### src/rtl/s2p_cond_pkg.sv
//==============================================================================
// s2p_cond_pkg : shared FSM encodings, default comma and counter widths
// Rev 1.0 : initial release
//==============================================================================
`timescale 1ns/1ps
`default_nettype none

package s2p_cond_pkg;

   localparam logic [7:0] S2P_COM_DEFAULT = 8'hBC;
   localparam int         BIT_CNT_W       = 3;
   localparam int         COM_CNT_W       = 3;

   typedef enum logic [1:0] {
      ST_SEARCH  = 2'd0,
      ST_LOCKING = 2'd1,
      ST_ACTIVE  = 2'd2
   } s2p_state_e;

   function automatic logic is_comma(input logic [7:0] b, input logic [7:0] com);
      return (b == com);
   endfunction

endpackage

`default_nettype wire

### src/rtl/s2p_cond_sipo.sv
//==============================================================================
// sipo_s2p_cond : 8-bit MSB-first shift register, enable, async active-low clear
// Rev 1.0 : initial release
//==============================================================================
`timescale 1ns/1ps
`default_nettype none

module sipo_s2p_cond (
   input  logic       clk_i,
   input  logic       rst_ni,
   input  logic       en_i,
   input  logic       bit_i,
   output logic [7:0] sr_o
);

   logic [7:0] sr_q;

   always_ff @(posedge clk_i or negedge rst_ni) begin
      if (!rst_ni) begin
         sr_q <= 8'h00;
      end else if (en_i) begin
         sr_q <= {sr_q[6:0], bit_i};
      end
   end

   assign sr_o = sr_q;

endmodule

`default_nettype wire

### src/rtl/s2p_cond.sv
//==============================================================================
// s2p_cond : 4-lane serial-to-parallel receiver with comma alignment and lock
// Rev 1.0 : initial release; optional comma stripping via S2P_COM_STRIP_EN
//==============================================================================
`timescale 1ns/1ps
`default_nettype none

module s2p_cond
   import s2p_cond_pkg::*;
#(
   parameter logic [7:0]  COM_SYMBOL = S2P_COM_DEFAULT,
   parameter int unsigned LOCK_COUNT = 4
) (
   input  logic       IN_CLK_s2p,
   input  logic       IN_RESET_s2p,
   input  logic [3:0] IN_LANE_s2p,
   input  logic       IN_ENB_s2p,
   output logic [7:0] OUT_LANE3_s2p,
   output logic [7:0] OUT_LANE2_s2p,
   output logic [7:0] OUT_LANE1_s2p,
   output logic [7:0] OUT_LANE0_s2p,
   output logic       OUT_VALID_s2p,
   output logic       OUT_ACTIVE_s2p
);

   localparam logic [COM_CNT_W-1:0] COM_LAST = COM_CNT_W'(LOCK_COUNT - 1);

   logic [7:0]           sr [4];
   s2p_state_e           state_q;
   logic [BIT_CNT_W-1:0] bit_cnt_q;
   logic [BIT_CNT_W-1:0] bit_cnt_d;
   logic [COM_CNT_W-1:0] com_cnt_q;
   logic [7:0]           lane_q [4];
   logic                 valid_q;
   logic                 active_q;
   logic                 com_hit;
   logic                 boundary;
   logic                 load_en;

   for (genvar n = 0; n < 4; n++) begin : g_lane
      sipo_s2p_cond u_sipo (
         .clk_i  (IN_CLK_s2p),
         .rst_ni (IN_RESET_s2p),
         .en_i   (IN_ENB_s2p),
         .bit_i  (IN_LANE_s2p[n]),
         .sr_o   (sr[n])
      );
   end

   assign com_hit   = is_comma(sr[0], COM_SYMBOL);
   assign boundary  = (bit_cnt_q == '0);
   assign bit_cnt_d = bit_cnt_q + 3'd1;

`ifdef S2P_COM_STRIP_EN
   assign load_en = !com_hit;
`else
   assign load_en = 1'b1;
`endif

   always_ff @(posedge IN_CLK_s2p or negedge IN_RESET_s2p) begin
      if (!IN_RESET_s2p) begin
         state_q   <= ST_SEARCH;
         bit_cnt_q <= '0;
         com_cnt_q <= '0;
         valid_q   <= 1'b0;
         active_q  <= 1'b0;
         for (int n = 0; n < 4; n++) lane_q[n] <= 8'h00;
      end else begin
         valid_q <= 1'b0;
         // Enable low wins over everything, including a pending boundary load.
         if (!IN_ENB_s2p) begin
            state_q   <= ST_SEARCH;
            bit_cnt_q <= '0;
            com_cnt_q <= '0;
            active_q  <= 1'b0;
         end else begin
            case (state_q)
               ST_SEARCH: begin
                  if (com_hit) begin
                     state_q   <= ST_LOCKING;
                     bit_cnt_q <= 3'd1;
                     com_cnt_q <= 3'd1;
                  end
               end
               ST_LOCKING: begin
                  bit_cnt_q <= bit_cnt_d;
                  if (boundary) begin
                     if (!com_hit) begin
                        state_q   <= ST_SEARCH;
                        bit_cnt_q <= '0;
                        com_cnt_q <= '0;
                     end else if (com_cnt_q == COM_LAST) begin
                        state_q  <= ST_ACTIVE;
                        active_q <= 1'b1;
                     end else begin
                        com_cnt_q <= com_cnt_q + 3'd1;
                     end
                  end
               end
               ST_ACTIVE: begin
                  bit_cnt_q <= bit_cnt_d;
                  if (boundary && load_en) begin
                     for (int n = 0; n < 4; n++) lane_q[n] <= sr[n];
                     valid_q <= 1'b1;
                  end
               end
               default: begin
                  state_q   <= ST_SEARCH;
                  bit_cnt_q <= '0;
                  com_cnt_q <= '0;
                  active_q  <= 1'b0;
               end
            endcase
         end
      end
   end

   assign OUT_LANE3_s2p  = lane_q[3];
   assign OUT_LANE2_s2p  = lane_q[2];
   assign OUT_LANE1_s2p  = lane_q[1];
   assign OUT_LANE0_s2p  = lane_q[0];
   assign OUT_VALID_s2p  = valid_q;
   assign OUT_ACTIVE_s2p = active_q;

endmodule

`default_nettype wire

### config.mk
export PLATFORM = sky130hd
export DESIGN_NAME = s2p_cond
export DESIGN_NICKNAME = d
export VERILOG_FILES = /design/src/rtl/s2p_cond_pkg.sv /design/src/rtl/s2p_cond_sipo.sv /design/src/rtl/s2p_cond.sv
export SDC_FILE = /design/constraint.sdc
export NUM_CORES = 1
export LEC_CHECK = 0
export BUFFER_PORTS_ARGS = -buffer_cell sky130_fd_sc_hd__buf_2
export CAP_MARGIN = 0
export CORE_ASPECT_RATIO = 0.7
export CORE_MARGIN = 10
export CORE_UTILIZATION = 30
export DETAILED_ROUTE_END_ITERATION = 7
export SETUP_SLACK_MARGIN = 0.1
export SLEW_MARGIN = 15
export SYNTH_ARGS = -nofsm -noshare
export SYNTH_HDL_FRONTEND = slang
export SYNTH_SLANG_ARGS = --single-unit
### constraint.sdc
create_clock -name IN_CLK_s2p -period 1.85 [get_ports IN_CLK_s2p]
set_clock_uncertainty 0.05 [all_clocks]
set_input_delay 0.185 -clock IN_CLK_s2p [delete_from_list [all_inputs] [get_ports IN_CLK_s2p]]
set_output_delay 0.185 -clock IN_CLK_s2p [all_outputs]
set_load 0.01 [all_outputs]
==> results.txt <==
Status - finished clean
Placed instance area - 0.00349 mm2
Initial antenna violation count - 0
Endpoint, Worst Hold - g_lane[3].u_sipo.sr_o[0]
Cell count after synthesis - 206
Area Growth Syn to Fin - 30.6%
WP data required - 2010 ps
CTS Buf Count - 9
Largest net degree at the start of global routing - 45
WL final - 6530 um
GR met3 Demand/Resource - 4.39%
Skew-Pair Late Insertion Delay - 330 ps
Final period util - 92.7%
Hold_sp - IN_LANE_s2p[3]
Die W - 141 um
Worst reg2reg startpoint - state_q[1]
Adder-cell area share of the yosys netlist - 1.63%
Yosys warns - 0
Post-DP HPWL - 4220 um
Total grt overflow - 0
CTS tree - built
Combinational share of power - 10.5%
Post-synth top area cell - dfrtp_1
Final hold vios - 0
Worst hold path depth - 2
Most frequent cell after synthesis - dfrtp_1
CP startpoint - state_q[1]
Die area - 0.0147 mm2
Core area - 0.00983 mm2
Simple-gate area share of the yosys netlist - 6.17%
R2r endpoint - com_cnt_q[1]
Max Clk Rate - 0.583 GHz
Number of routed nets with antenna violations - 0
Setup violators final - 0
Number of nets in the layout - 278
DR WL/cell - 16.3 um
Top_reg_cell synth - dfrtp_1
Reg2Reg Depth - 4
Die Y - 105 um
CP Max Fanout - 7
Inserted Diodes - 0
Share of layout cells above drive strength 1 - 57.4%
Min cycle time layout - 1720 ps
Clock power share - 40.9%
Worst hold path type - in2reg
Syn_nets - 217
Worst slew margin - 60.8%
Switching power - 1010 uW
Fin area - 0.00400 mm2
Clock transition at path regs - 60 ps
Routability cong. - 0.871
Internal power - 3160 uW
Initial Util - 31.1%
Clk root buf - clkbuf_16
Overall Power - 4170 uW
DRC - 0
CTS Buffer Depth - 2
Synthesized area per cell - 14.9 um2
Number of global-route vias before repair - 1927
Commonest cells post-synth - 74 x dfrtp_1, 64 x mux2_2, 7 x inv_1, 6 x nor2_1
Seq/Total Area, Yosys - 60.5%
Cell Pwr Density - 1040 mW/mm2
Port bufs - 40
XOR/XNOR share of the synthesized area - 0.572%
Flop pwr share - 48.6%
Top cell type's share of synthesized area - 60.5%
Crit path kind - reg2reg
DR vias - 1883
First-pass GRT wire length - 10300 um
Largest family of logic cells by synthesized area - multiplexers
Number of top-level pins - 41
Ys async rst share - 100%
MaxCap Viol Count - 0
Synthesized area - 0.00306 mm2
Row count - 30
Max VDD drop - 0.000489 V
Startpoint types - flop
Tot GR Track Use - 8.68%
Met2 Use GR - 12.4%
Net Sw Frac - 24.3%
Post-synth EDFFs - 0
Vias per cell - 4.71
Seq cells post-synth - 74
Max Slew Vio Count - 0
Routing usage on met1 - 11.2%
Synth unique cells - 34
R2R Setup Slk - 130 ps
Compound-gate portion of the synthesized area - 4.78%
First-iteration detailed-routing DRC count - 79
Worst EP arrival - 1880 ps
Final TNS setup - 0 ps
LEAKAGE - 0.00194 uW
Drt first pass iters - 4
CTS H-tree depth - 3
Worst-margin pin slew - 589 ps
Top post-synthesis cells by area - dfrtp_1 60%, mux2_2 24%, ha_1 1.6%, a32o_1 0.98%, buf_4 0.98%
RSZ-0062 raised after global routing - true
Multiplexer share of the synthesized area - 23.9%
Clock sinks - 74
Gr busiest metal - met2
Worst Setup End Kind - flop
==> power by group through the flow <==
stage               Clock, uW  Combinational, uW  Sequential (uW)
global placement            0                377             2030
floorplan                   0                315             1960
finish                   1710                438             2030
detailed placement          0                390             2040
global route             1840                485             2060
CTS                      1760                401             2010
==> final cells by class <==
class,count,area [um2]
inverter,7,26.3
fill,931,5840
sequential,74,1850
tap,128,160
timing repair buffer,59,408
clock inverter,5,53.8
multi-input combinational,116,1250
clock buffer,11,243
==> critical path, stage by stage, from the launching register on <==
cell     delay (ps)
dfrtp_2         470
and2b_2         290
a21oi_1         140
or3_4           380
a32o_1          270
==> placed cells by master, fill, tap and decap left out, types with 3 or more instances in the layout <==
master	netlist	layout
clkbuf_16	0	11
buf_4	4	15
nor2_1	6	5
a32o_1	3	3
a21oi_1	3	3
clkinv_2	0	3
nand2_1	4	4
buf_2	2	39
mux2_4	0	12
dfrtp_1	74	72
mux2_2	64	52
ha_1	4	3
o21ai_0	3	3
inv_1	7	5
nand3_1	4	4
==> how the worst max path moves through the flow <==
stage | to | slack (ps) | cells after the start
floorplan | OUT_LANE0_s2p[0] | 100 | 7
global placement | OUT_LANE3_s2p[1] | 140 | 4
detailed placement | com_cnt_q[1] | 100 | 4
CTS | com_cnt_q[1] | 100 | 4
global route | state_q[0] | 50 | 4
finish | com_cnt_q[1] | 130 | 4
==> per-layer routing <==
layer	part of all wire, %	up-vias
li1	-	868
met4	0.78	0
met3	6.0	5
met1	48	973
met2	45	37
met5	0	-
==> flip-flops by register name (all words and copies together), names as in the netlist <==
| name | flops |
|---|---|
| g_lane.u_sipo.sr_o | 32 |
| OUT_LANE0_s2p | 8 |
| OUT_LANE1_s2p | 8 |
| OUT_LANE2_s2p | 8 |
| OUT_LANE3_s2p | 8 |
| bit_cnt_q | 3 |
| com_cnt_q | 3 |
| state_q | 2 |
| OUT_ACTIVE_s2p | 1 |
| OUT_VALID_s2p | 1 |
==> stage by stage <==
stage / cells / setup slack [ps] / util, % / hold WS [ps]
after floorplan: 206 / 100 / - / -161
after global placement: 376 / 136 / 35.4 / 177
after detailed placement: 376 / 100 / 35.4 / 179
after CTS: 393 / 101 / 38.7 / 32.6
after global routing: 400 / 47.2 / 40.7 / 30.3
final: 400 / 134 / 40.7 / 43.2
==> logic make-up after synthesis <==
group,after synthesis
fa+ha+maj,4
simple gates,27
buf+inv,16
flops,74
compound gates,18
mux,65
xor+xnor,2
==> what timing repair did <==
| item | 4_1_cts | 5_1_grt |
|---|---|---|
| hold buffers | 1 | 0 |
| endpoints found under the hold margin | 41 | 0 |
| pin swaps | 0 | 3 |
| cloned | 0 | 2 |
| buffers inserted | 0 | 5 |
| endpoints found under the setup margin | 2 | 35 |
| gates resized for setup | 4 | 24 |
(Power assumes the default switching activity.)
